`src/rtl/mips_multicycle_control.sv`:
```
`timescale 1ns/1ps
`default_nettype none
// ============================================================================
// Module   : mips_multicycle_control
// Purpose  : Main control FSM for a multicycle MIPS datapath. Sequences each
//            instruction through fetch/decode/execute/memory/writeback,
//            drives datapath enables and mux selects, and produces the 3-bit
//            ALUOP class for the ALU control stage. Memory accesses complete
//            on a mem_ready handshake guarded by a watchdog timeout.
// Ports    : clk, rst_n (async, active-low)
//            opcode      - IR[31:26], sampled in DECODE only
//            mem_ready   - memory completes current access this cycle
//            PCWrite, PCWriteCond, IorD, MemRead, MemWrite, IRWrite,
//            MemtoReg, RegDst, RegWrite, ALUSrcA, ALUSrcB[1:0],
//            PCSource[1:0], ALUOP[2:0] - datapath controls
//            illegal_op  - one-cycle pulse on unsupported opcode in DECODE
//            mem_err     - one-cycle pulse on watchdog expiry
//            state_o     - current state code (debug)
// Revision : 1.0 - initial release
// ============================================================================
module mips_multicycle_control #(
  parameter int TIMEOUT = 16,  // max cycles waiting for mem_ready; 0 = off
  parameter int TW      = 5    // watchdog width, 2^TW > TIMEOUT
) (
  input  logic       clk,
  input  logic       rst_n,
  input  logic [5:0] opcode,
  input  logic       mem_ready,
  output logic       PCWrite,
  output logic       PCWriteCond,
  output logic       IorD,
  output logic       MemRead,
  output logic       MemWrite,
  output logic       IRWrite,
  output logic       MemtoReg,
  output logic       RegDst,
  output logic       RegWrite,
  output logic       ALUSrcA,
  output logic [1:0] ALUSrcB,
  output logic [1:0] PCSource,
  output logic [2:0] ALUOP,
  output logic       illegal_op,
  output logic       mem_err,
  output logic [3:0] state_o
);

  // State encoding (visible on state_o)
  localparam logic [3:0] S_RESET  = 4'd0;
  localparam logic [3:0] S_FETCH  = 4'd1;
  localparam logic [3:0] S_DECODE = 4'd2;
  localparam logic [3:0] S_MEMADR = 4'd3;
  localparam logic [3:0] S_MEMRD  = 4'd4;
  localparam logic [3:0] S_MEMWB  = 4'd5;
  localparam logic [3:0] S_MEMWR  = 4'd6;
  localparam logic [3:0] S_REX    = 4'd7;
  localparam logic [3:0] S_RWB    = 4'd8;
  localparam logic [3:0] S_IEX    = 4'd9;
  localparam logic [3:0] S_IWB    = 4'd10;
  localparam logic [3:0] S_BR     = 4'd11;
  localparam logic [3:0] S_JMP    = 4'd12;

  // Supported opcodes
  localparam logic [5:0] C_OP_RTYPE = 6'h00;
  localparam logic [5:0] C_OP_J     = 6'h02;
  localparam logic [5:0] C_OP_BEQ   = 6'h04;
  localparam logic [5:0] C_OP_BNE   = 6'h05;
  localparam logic [5:0] C_OP_ADDI  = 6'h08;
  localparam logic [5:0] C_OP_ANDI  = 6'h0C;
  localparam logic [5:0] C_OP_ORI   = 6'h0D;
  localparam logic [5:0] C_OP_LW    = 6'h23;
  localparam logic [5:0] C_OP_SW    = 6'h2B;

  localparam bit              C_WDOG_EN   = (TIMEOUT > 0);
  localparam logic [TW-1:0]   C_WDOG_LIM  = TW'(TIMEOUT);

  logic [3:0]    state_q, state_d;
  logic [5:0]    op_q, op_d;
  logic [TW-1:0] wdog_q, wdog_d;

  logic w_wait_state;
  logic w_timeout;
  logic w_legal;

  // States that wait on the memory handshake
  assign w_wait_state = (state_q == S_FETCH) || (state_q == S_MEMRD) ||
                        (state_q == S_MEMWR);

  // mem_ready has priority over expiry in the same cycle
  assign w_timeout = C_WDOG_EN && w_wait_state && !mem_ready &&
                     (wdog_q == C_WDOG_LIM);

  // Counter only holds a non-zero value while stalled in a wait state, so it
  // is implicitly cleared on entry to any wait state.
  assign wdog_d = (C_WDOG_EN && w_wait_state && !mem_ready && !w_timeout) ?
                  wdog_q + TW'(1) : '0;

  always_comb begin
    w_legal = 1'b0;
    case (opcode)
      C_OP_RTYPE, C_OP_J, C_OP_BEQ, C_OP_BNE, C_OP_ADDI,
      C_OP_ANDI, C_OP_ORI, C_OP_LW, C_OP_SW: w_legal = 1'b1;
      default:                               w_legal = 1'b0;
    endcase
  end

  // --------------------------------------------------------------------------
  // State register
  // --------------------------------------------------------------------------
  always_ff @(posedge clk or negedge rst_n) begin
    if (!rst_n) begin
      state_q <= S_RESET;
      op_q    <= '0;
      wdog_q  <= '0;
    end else begin
      state_q <= state_d;
      op_q    <= op_d;
      wdog_q  <= wdog_d;
    end
  end

  // --------------------------------------------------------------------------
  // Next-state logic
  // --------------------------------------------------------------------------
  always_comb begin
    state_d = state_q;
    op_d    = op_q;
    case (state_q)
      S_RESET:  state_d = S_FETCH;
      S_FETCH:  state_d = mem_ready ? S_DECODE : S_FETCH;
      S_DECODE: begin
        op_d = opcode;
        case (opcode)
          C_OP_RTYPE:                    state_d = S_REX;
          C_OP_LW, C_OP_SW:              state_d = S_MEMADR;
          C_OP_BEQ, C_OP_BNE:            state_d = S_BR;
          C_OP_J:                        state_d = S_JMP;
          C_OP_ADDI, C_OP_ANDI, C_OP_ORI: state_d = S_IEX;
          default:                       state_d = S_FETCH;
        endcase
      end
      S_MEMADR: state_d = (op_q == C_OP_LW) ? S_MEMRD : S_MEMWR;
      S_MEMRD: begin
        if (mem_ready)      state_d = S_MEMWB;
        else if (w_timeout) state_d = S_FETCH;
        else                state_d = S_MEMRD;
      end
      S_MEMWB:  state_d = S_FETCH;
      S_MEMWR: begin
        if (mem_ready || w_timeout) state_d = S_FETCH;
        else                        state_d = S_MEMWR;
      end
      S_REX:    state_d = S_RWB;
      S_RWB:    state_d = S_FETCH;
      S_IEX:    state_d = S_IWB;
      S_IWB:    state_d = S_FETCH;
      S_BR:     state_d = S_FETCH;
      S_JMP:    state_d = S_FETCH;
      default:  state_d = S_FETCH;
    endcase
  end

  // --------------------------------------------------------------------------
  // Output decode
  // --------------------------------------------------------------------------
  always_comb begin
    PCWrite     = 1'b0;
    PCWriteCond = 1'b0;
    IorD        = 1'b0;
    MemRead     = 1'b0;
    MemWrite    = 1'b0;
    IRWrite     = 1'b0;
    MemtoReg    = 1'b0;
    RegDst      = 1'b0;
    RegWrite    = 1'b0;
    ALUSrcA     = 1'b0;
    ALUSrcB     = 2'b00;
    PCSource    = 2'b00;
    ALUOP       = 3'b000;
    illegal_op  = 1'b0;
    mem_err     = w_timeout;
    case (state_q)
      S_FETCH: begin
        // PC+4 computed in the ALU while the instruction is read
        MemRead = 1'b1;
        ALUSrcB = 2'b01;
        IRWrite = mem_ready;
        PCWrite = mem_ready;
      end
      S_DECODE: begin
        // Speculative branch target into ALUOut
        ALUSrcB    = 2'b11;
        illegal_op = !w_legal;
      end
      S_MEMADR: begin
        ALUSrcA = 1'b1;
        ALUSrcB = 2'b10;
      end
      S_MEMRD: begin
        MemRead = 1'b1;
        IorD    = 1'b1;
      end
      S_MEMWB: begin
        MemtoReg = 1'b1;
        RegWrite = 1'b1;
      end
      S_MEMWR: begin
        MemWrite = 1'b1;
        IorD     = 1'b1;
      end
      S_REX: begin
        ALUSrcA = 1'b1;
        ALUOP   = 3'b010;
      end
      S_RWB: begin
        RegDst   = 1'b1;
        RegWrite = 1'b1;
      end
      S_IEX: begin
        ALUSrcA = 1'b1;
        ALUSrcB = 2'b10;
        case (op_q)
          C_OP_ANDI: ALUOP = 3'b011;
          C_OP_ORI:  ALUOP = 3'b100;
          default:   ALUOP = 3'b000;
        endcase
      end
      S_IWB: begin
        RegWrite = 1'b1;
      end
      S_BR: begin
        ALUSrcA     = 1'b1;
        PCWriteCond = 1'b1;
        PCSource    = 2'b01;
        ALUOP       = (op_q == C_OP_BNE) ? 3'b111 : 3'b001;
      end
      S_JMP: begin
        PCWrite  = 1'b1;
        PCSource = 2'b10;
      end
      default: ;
    endcase
  end

  assign state_o = state_q;

endmodule
`default_nettype wire

```
`config.mk`:
```
export PLATFORM = sky130hd
export DESIGN_NAME = mips_multicycle_control
export DESIGN_NICKNAME = d
export VERILOG_FILES = /design/src/rtl/mips_multicycle_control.sv
export SDC_FILE = /design/constraint.sdc
export NUM_CORES = 1
export LEC_CHECK = 0
export ABC_AREA = 1
export BUFFER_PORTS_ARGS = -buffer_cell sky130_fd_sc_hd__buf_4
export CORE_UTILIZATION = 54
export CTS_CLUSTER_DIAMETER = 40
export CTS_CLUSTER_SIZE = 12
export DETAILED_ROUTE_END_ITERATION = 8
export GPL_TIMING_DRIVEN = 1
export PLACE_DENSITY_LB_ADDON = 0.12
export SLEW_MARGIN = 40
export SYNTH_ARGS = -nofsm -noshare
export SYNTH_HDL_FRONTEND = slang
export SYNTH_SLANG_ARGS = --single-unit
```
`constraint.sdc`:
```
create_clock -name clk -period 2.7 [get_ports clk]
set_input_delay 0.27 -clock clk [delete_from_list [all_inputs] [get_ports clk]]
set_output_delay 0.27 -clock clk [all_outputs]
set_load 0.1 [all_outputs]
```
==> results_dict.tcl, run 1 <==
set metrics [dict create \
    min_path_type "in2reg" \
    overflow 0 \
    ys_ff_latch 15 \
    ys_types 22 \
    crit_type "reg2out" \
    reg2regPathDepth 7 \
    skew_ns 0.003050 \
    totalWireLength_um 2300 \
    ys_top_cells_by_area "dfrtp_1 (37%), nand2_1 (14%), nor2_1 (12%)" \
    synth_xor_area_share_pct 1.705 \
    dp.cells 211 \
    status "complete, no violations" \
    max_freq_mhz 477.9 \
    drt-initial-drc-count 20 \
    regToRegStartpoint "state_o[3]" \
    die_h_um 45.62 \
    cp_data_arrival_time_ns 1.82 \
    detail_route.vias_per_cell 5.032 \
    worstSkewPairLatency_ns 0.28 \
    netlist_area_um2 1027 \
    ys_warn_count 0 \
    synthMuxAreaShare_pct 0 \
    io_pins 32 \
    drive_gt1_share_pct 27.75 \
    diodes 0 \
    dieArea_um2 2081 \
    synth_simple_gate_area_share_pct 42.87 \
    synth.yosys.seq_area_share_pct 36.54 \
    grt_util_all_layers_pct 24.90 \
    place.port_buffers 31 \
    coreArea_um2 1745 \
    synth_nets 168 \
    synthToLayoutAreaGrowth_pct 32.64 \
    synth_top_flop_cell "dfrtp_1" \
    fin_area_um2 1363 \
    firstDrtPassIters 4 \
    grt_max_degree 16 \
    cp-start-kind "flop" \
    layout.cells.non_filler 216 \
    cts_resized 0 \
    postCtsHoldBufs 1 \
    post-route-period-util_pct 77.50 \
    synth.most_common_cell "nand2_1" \
    worst_pin_slew_ns 0.3040 \
    slew_viol_final 0 \
    placed_cell_area_um2 1326 \
    critPathMaxFanout 15 \
    clkTransAtPathRegs_ns 0.09 \
    synth_top_cell_by_area "dfrtp_1" \
    multi_input_comb_area_um2 571.8 \
    clock-sinks 15 \
    start_util_pct 58.85 \
    drc 0 \
    crit_start "state_o[3]" \
    ant_nets 0 \
    critPathRequiredTime_ns 2.43 \
    r2r_slack_ns 1.22 \
    utilization_pct 78.06 \
    synth_fa_ha_area_share_pct 2.436 \
    relSlewSlack_pct 79.66 \
    rsz0062_at_grt "no" \
    critPathCaptureType "primary output" \
    antenna_found_initial 0 \
    yosysTopAreaCellShare_pct 36.54 \
    crit_end "illegal_op" \
    synth-compound-area-share_pct 5.725 \
    grt_pass1_wl_um 3753 \
    async_reset_ff_share_pct 100.0 \
    dieWidth_um 45.62 \
    vias 1087 \
    cts_root_buf "clkbuf_4" \
    first_global_vias 905 \
    synth_top_family_by_area "simple AND/OR/NAND/NOR gates" \
    routabilityCongestion 0.8772 \
    cts_tree "done" \
    cts_setup_buffers 0 \
    nNetsFinal 203 \
    drv_cap 0 \
    h-tree-depth 1 \
    synth-edff-count 0 \
    syn_area_per_cell_um2 6.543 \
    hpwl_um 1844 \
    wl_per_cell_um 10.65 \
    fillers 162 \
    regArea_um2 390.4 \
    syn_inst 157 \
    reg2reg_to "state_o[0]" \
    synthTopCellsByCount "nand2_1 (37), nor2_1 (32), inv_1 (23), dfrtp_1 (15), nand3_1 (14)" \
    placementRows 15 \
    clock_path_buffers 2 \
    finalHoldViolCount 0 \
    min-delay-start "opcode[4]" \
    finalSetupTns_ns 0 \
    setup_viol 0 \
    cts_made_buffers 3 \
    min_period_ns 2.093 \
]
[placed cells by master (no fill, tap or decap), drive strengths merged, types with 2 or more instances in the layout]
cell / synthesis / layout
dfrtp: 15 / 15
nor2: 34 / 34
nor3: 4 / 4
xor2: 2 / 2
buf: 2 / 31
nand3b: 2 / 2
nand3: 15 / 15
ha: 2 / 2
inv: 26 / 26
nand2: 38 / 38
nand4: 5 / 5
clkbuf: 0 / 4
o21ai: 8 / 8
[routing by layer]
| layer | track usage (%) | wire length (um) | vias up |
|---|---|---|---|
| met5 | 0 | 0 | - |
| met4 | 9.091 | 35 | 0 |
| li1 | - | - | 562 |
| met1 | 32.91 | 1055 | 477 |
| met2 | 42.00 | 1082 | 43 |
| met3 | 2.381 | 127 | 5 |
[stage by stage]
stage          worst slack [ns]  hold slack, ns
2_1_floorplan          0.003971        -0.02559
3_3_place_gp             0.9536          0.1288
3_5_place_dp             0.9340          0.1345
4_1_cts                  0.6044          0.2153
5_1_grt                  0.4200          0.2163
6_report                 0.6074          0.2081
[critical path, stage by stage, from the launching register on]
cell and delay [ns]:
dfrtp_4 0.52, nor2_2 0.21, nand3_2 0.26, nor3_2 0.24, buf_4 0.31
[final cells by class]
cell class	count	area share, %
flip-flops and latches	15	28.65
well taps	25	2.296
inverters	26	7.346
multi-input cells	114	41.96
clock buffers	4	1.928
repair buffers	32	17.81
[registers in the layout, indices dropped and copies added (netlist names)]
name     count
op_q         6
wdog_q       5
state_o      4
[cells by family after synthesis]
kind of cell    count (synthesis)
fa+ha+maj                       2
compound gates                 11
flops                          15
buf+inv                        28
xor+xnor                        2
simple gates                   99
[how the worst min path moves through the flow]
stage | to | slack [ns] | cells after the start
after detailed placement | wdog_q[3] | 0.13 | 1
after CTS | op_q[4] | 0.22 | 3
final | op_q[4] | 0.21 | 3
after global placement | wdog_q[3] | 0.13 | 1
after floorplan | op_q[0] | -0.03 | 0
after global routing | op_q[4] | 0.22 | 3
Power of run 1 is not shown: default switching activity piles up to over one toggle a cycle in this logic, so the estimate is an artifact.
==> run 2: changes to the inputs <==
--- a/config.mk
+++ b/config.mk
@@ -7,7 +7,7 @@
 export LEC_CHECK = 0
 export ABC_AREA = 1
 export BUFFER_PORTS_ARGS = -buffer_cell sky130_fd_sc_hd__buf_4
-export CORE_UTILIZATION = 54
+export CORE_UTILIZATION = 50
 export CTS_CLUSTER_DIAMETER = 40
 export CTS_CLUSTER_SIZE = 12
 export DETAILED_ROUTE_END_ITERATION = 8
==> constraint.sdc (replaced) <==
create_clock -name clk -period 2.1 [get_ports clk]
set_input_delay 0.21 -clock clk [delete_from_list [all_inputs] [get_ports clk]]
set_output_delay 0.21 -clock clk [all_outputs]
set_load 0.1 [all_outputs]
==> run 2 against run 1 <==
Net effect: utilization shrank 4.9 points; design area grew 4.3%; clock skew shrank 0.0014 ns; sequential share of layout area shrank 1.2 points; register-to-register slack lost 0.55 ns; critical path type unchanged; largest cell class unchanged; highest routed layer unchanged.
==> results_dict.tcl, run 2 (synthesized netlist as in run 1, its figures left out) <==
set metrics [dict create \
    synthToLayoutAreaGrowth_pct 38.37 \
    layout.cells.non_filler 218 \
    grt_pass1_wl_um 3629 \
    max_freq_mhz 500.0 \
    clock-sinks 15 \
    vias 1096 \
    clock_path_buffers 2 \
    nNetsFinal 203 \
    wl_per_cell_um 11.15 \
    crit_slowest_cell "dfrtp_4" \
    start_util_pct 52.90 \
    ant_nets 0 \
    crit_end "illegal_op" \
    drv_cap 0 \
    rsz0062_at_grt "no" \
    relSlewSlack_pct 79.45 \
    largest_register_ffs 6 \
    grt_max_degree 16 \
    place.port_buffers 31 \
    final_common_cell "nand2_1" \
    coreArea_um2 1942 \
    slew_viol_final 0 \
    regToRegStartpoint "state_o[3]" \
    routabilityCongestion 0.8520 \
    overflow 0 \
    finalHoldViolCount 0 \
    holdWs_ns 0.1462 \
    grt_util_all_layers_pct 23.10 \
    setup_viol 0 \
    min_path_type "in2reg" \
    critPathMaxFanout 15 \
    grt_use_met3_pct 1.154 \
    timing.critical_path.buf_inv 1 \
    hpwl_um 1931 \
    worstPathCellList "nor2_2 -> nand3_4 -> nor3_4 -> buf_4" \
    h-tree-depth 1 \
    crit_start "state_o[3]" \
    min_period_ns 2.000 \
    dp.cells 213 \
    antenna_found_initial 0 \
    regMostFlops "op_q" \
    cts_made_buffers 3 \
    drc 0 \
    cts_root_buf "clkbuf_4" \
    dieArea_um2 2240 \
    utilization_pct 73.20 \
    cts_tree "done" \
    worst_pin_slew_ns 0.3075 \
    post-route-period-util_pct 95.25 \
    firstDrtPassIters 4 \
    multi_input_comb_area_um2 620.6 \
    critical_path_depth 4 \
    cp-start-kind "flop" \
    skew_ns 0.001635 \
    totalWireLength_um 2431 \
    grtUsageMet2_pct 39.45 \
    regArea_um2 390.4 \
    dieWidth_um 47.33 \
    layout_common_cells "nand2_1 (35), buf_4 (29), nor2_1 (28)" \
    drt-initial-drc-count 38 \
    critPathCaptureType "primary output" \
    diodes 0 \
    grt_util_met1_pct 30.00 \
    die_h_um 47.33 \
    detail_route.vias_per_cell 5.028 \
    reg2regPathDepth 7 \
    io_pins 32 \
    first_global_vias 897 \
    crit_type "reg2out" \
    cp_data_arrival_time_ns 1.79 \
    crit_family "simple AND/OR/NAND/NOR gates" \
    r2r_slack_ns 0.67 \
    fillers 163 \
    worstSkewPairLatency_ns 0.29 \
    top_usage_layer "met2" \
    drive_gt1_share_pct 31.41 \
    status "complete, no violations" \
    reg2reg_to "state_o[0]" \
    placementRows 16 \
    clkTransAtPathRegs_ns 0.08 \
    max_stage_delay_ns 0.53 \
    cts_setup_buffers 0 \
    critPathRequiredTime_ns 1.89 \
]
-- run 2: cell counts in the layout (fill, tap and decap cells not counted) --
No cell type changed its count.
-- run 2: worst min-delay path by stage --
stage / to / from / depth (start not counted)
floorplan: op_q[0] / rst_n / 0
global placement: op_q[0] / rst_n / 1
detailed placement: op_q[0] / rst_n / 1
CTS: op_q[4] / opcode[4] / 3
global route: op_q[4] / opcode[4] / 3
finish: op_q[4] / opcode[4] / 3
-- run 2: worst min-delay path, stage by stage --
cell     delay (ns)
buf_4          0.09
nand2_1        0.05
nand2_1        0.05
-- run 2: final cells by class --
| type | instances | area share (%) |
|---|---|---|
| repair buffers | 32 | 17.61 |
| clock buffers | 4 | 1.849 |
| inverters | 26 | 7.042 |
| flip-flops and latches | 15 | 27.46 |
| multi-input cells | 114 | 43.66 |
| well taps | 27 | 2.377 |
-- run 2: metal layers --
layer	routed length, um	share of wire [%]	vias up
met1	1095	45	485
met4	40	1.6	0
met3	112	4.6	5
li1	-	-	564
met2	1182	49	42
met5	0	0	-
-- run 2: per-stage QoR --
stage	area (um^2)	worst slack (ns)	setup TNS, ns
6_report	1421	0.09980	0
2_1_floorplan	1114	-0.4839	-2.465
4_1_cts	1404	0.006861	0
3_5_place_dp	1368	0.3403	0
5_1_grt	1421	0.01490	0
3_3_place_gp	1368	0.3986	0
-- run 2: repair_timing --
item	CTS	global route
hold buffers	1	0
hold endpoints to repair	15	0
setup endpoints to repair	0	3
gates resized for setup	0	4
Power of run 2 is left out for the same reason.
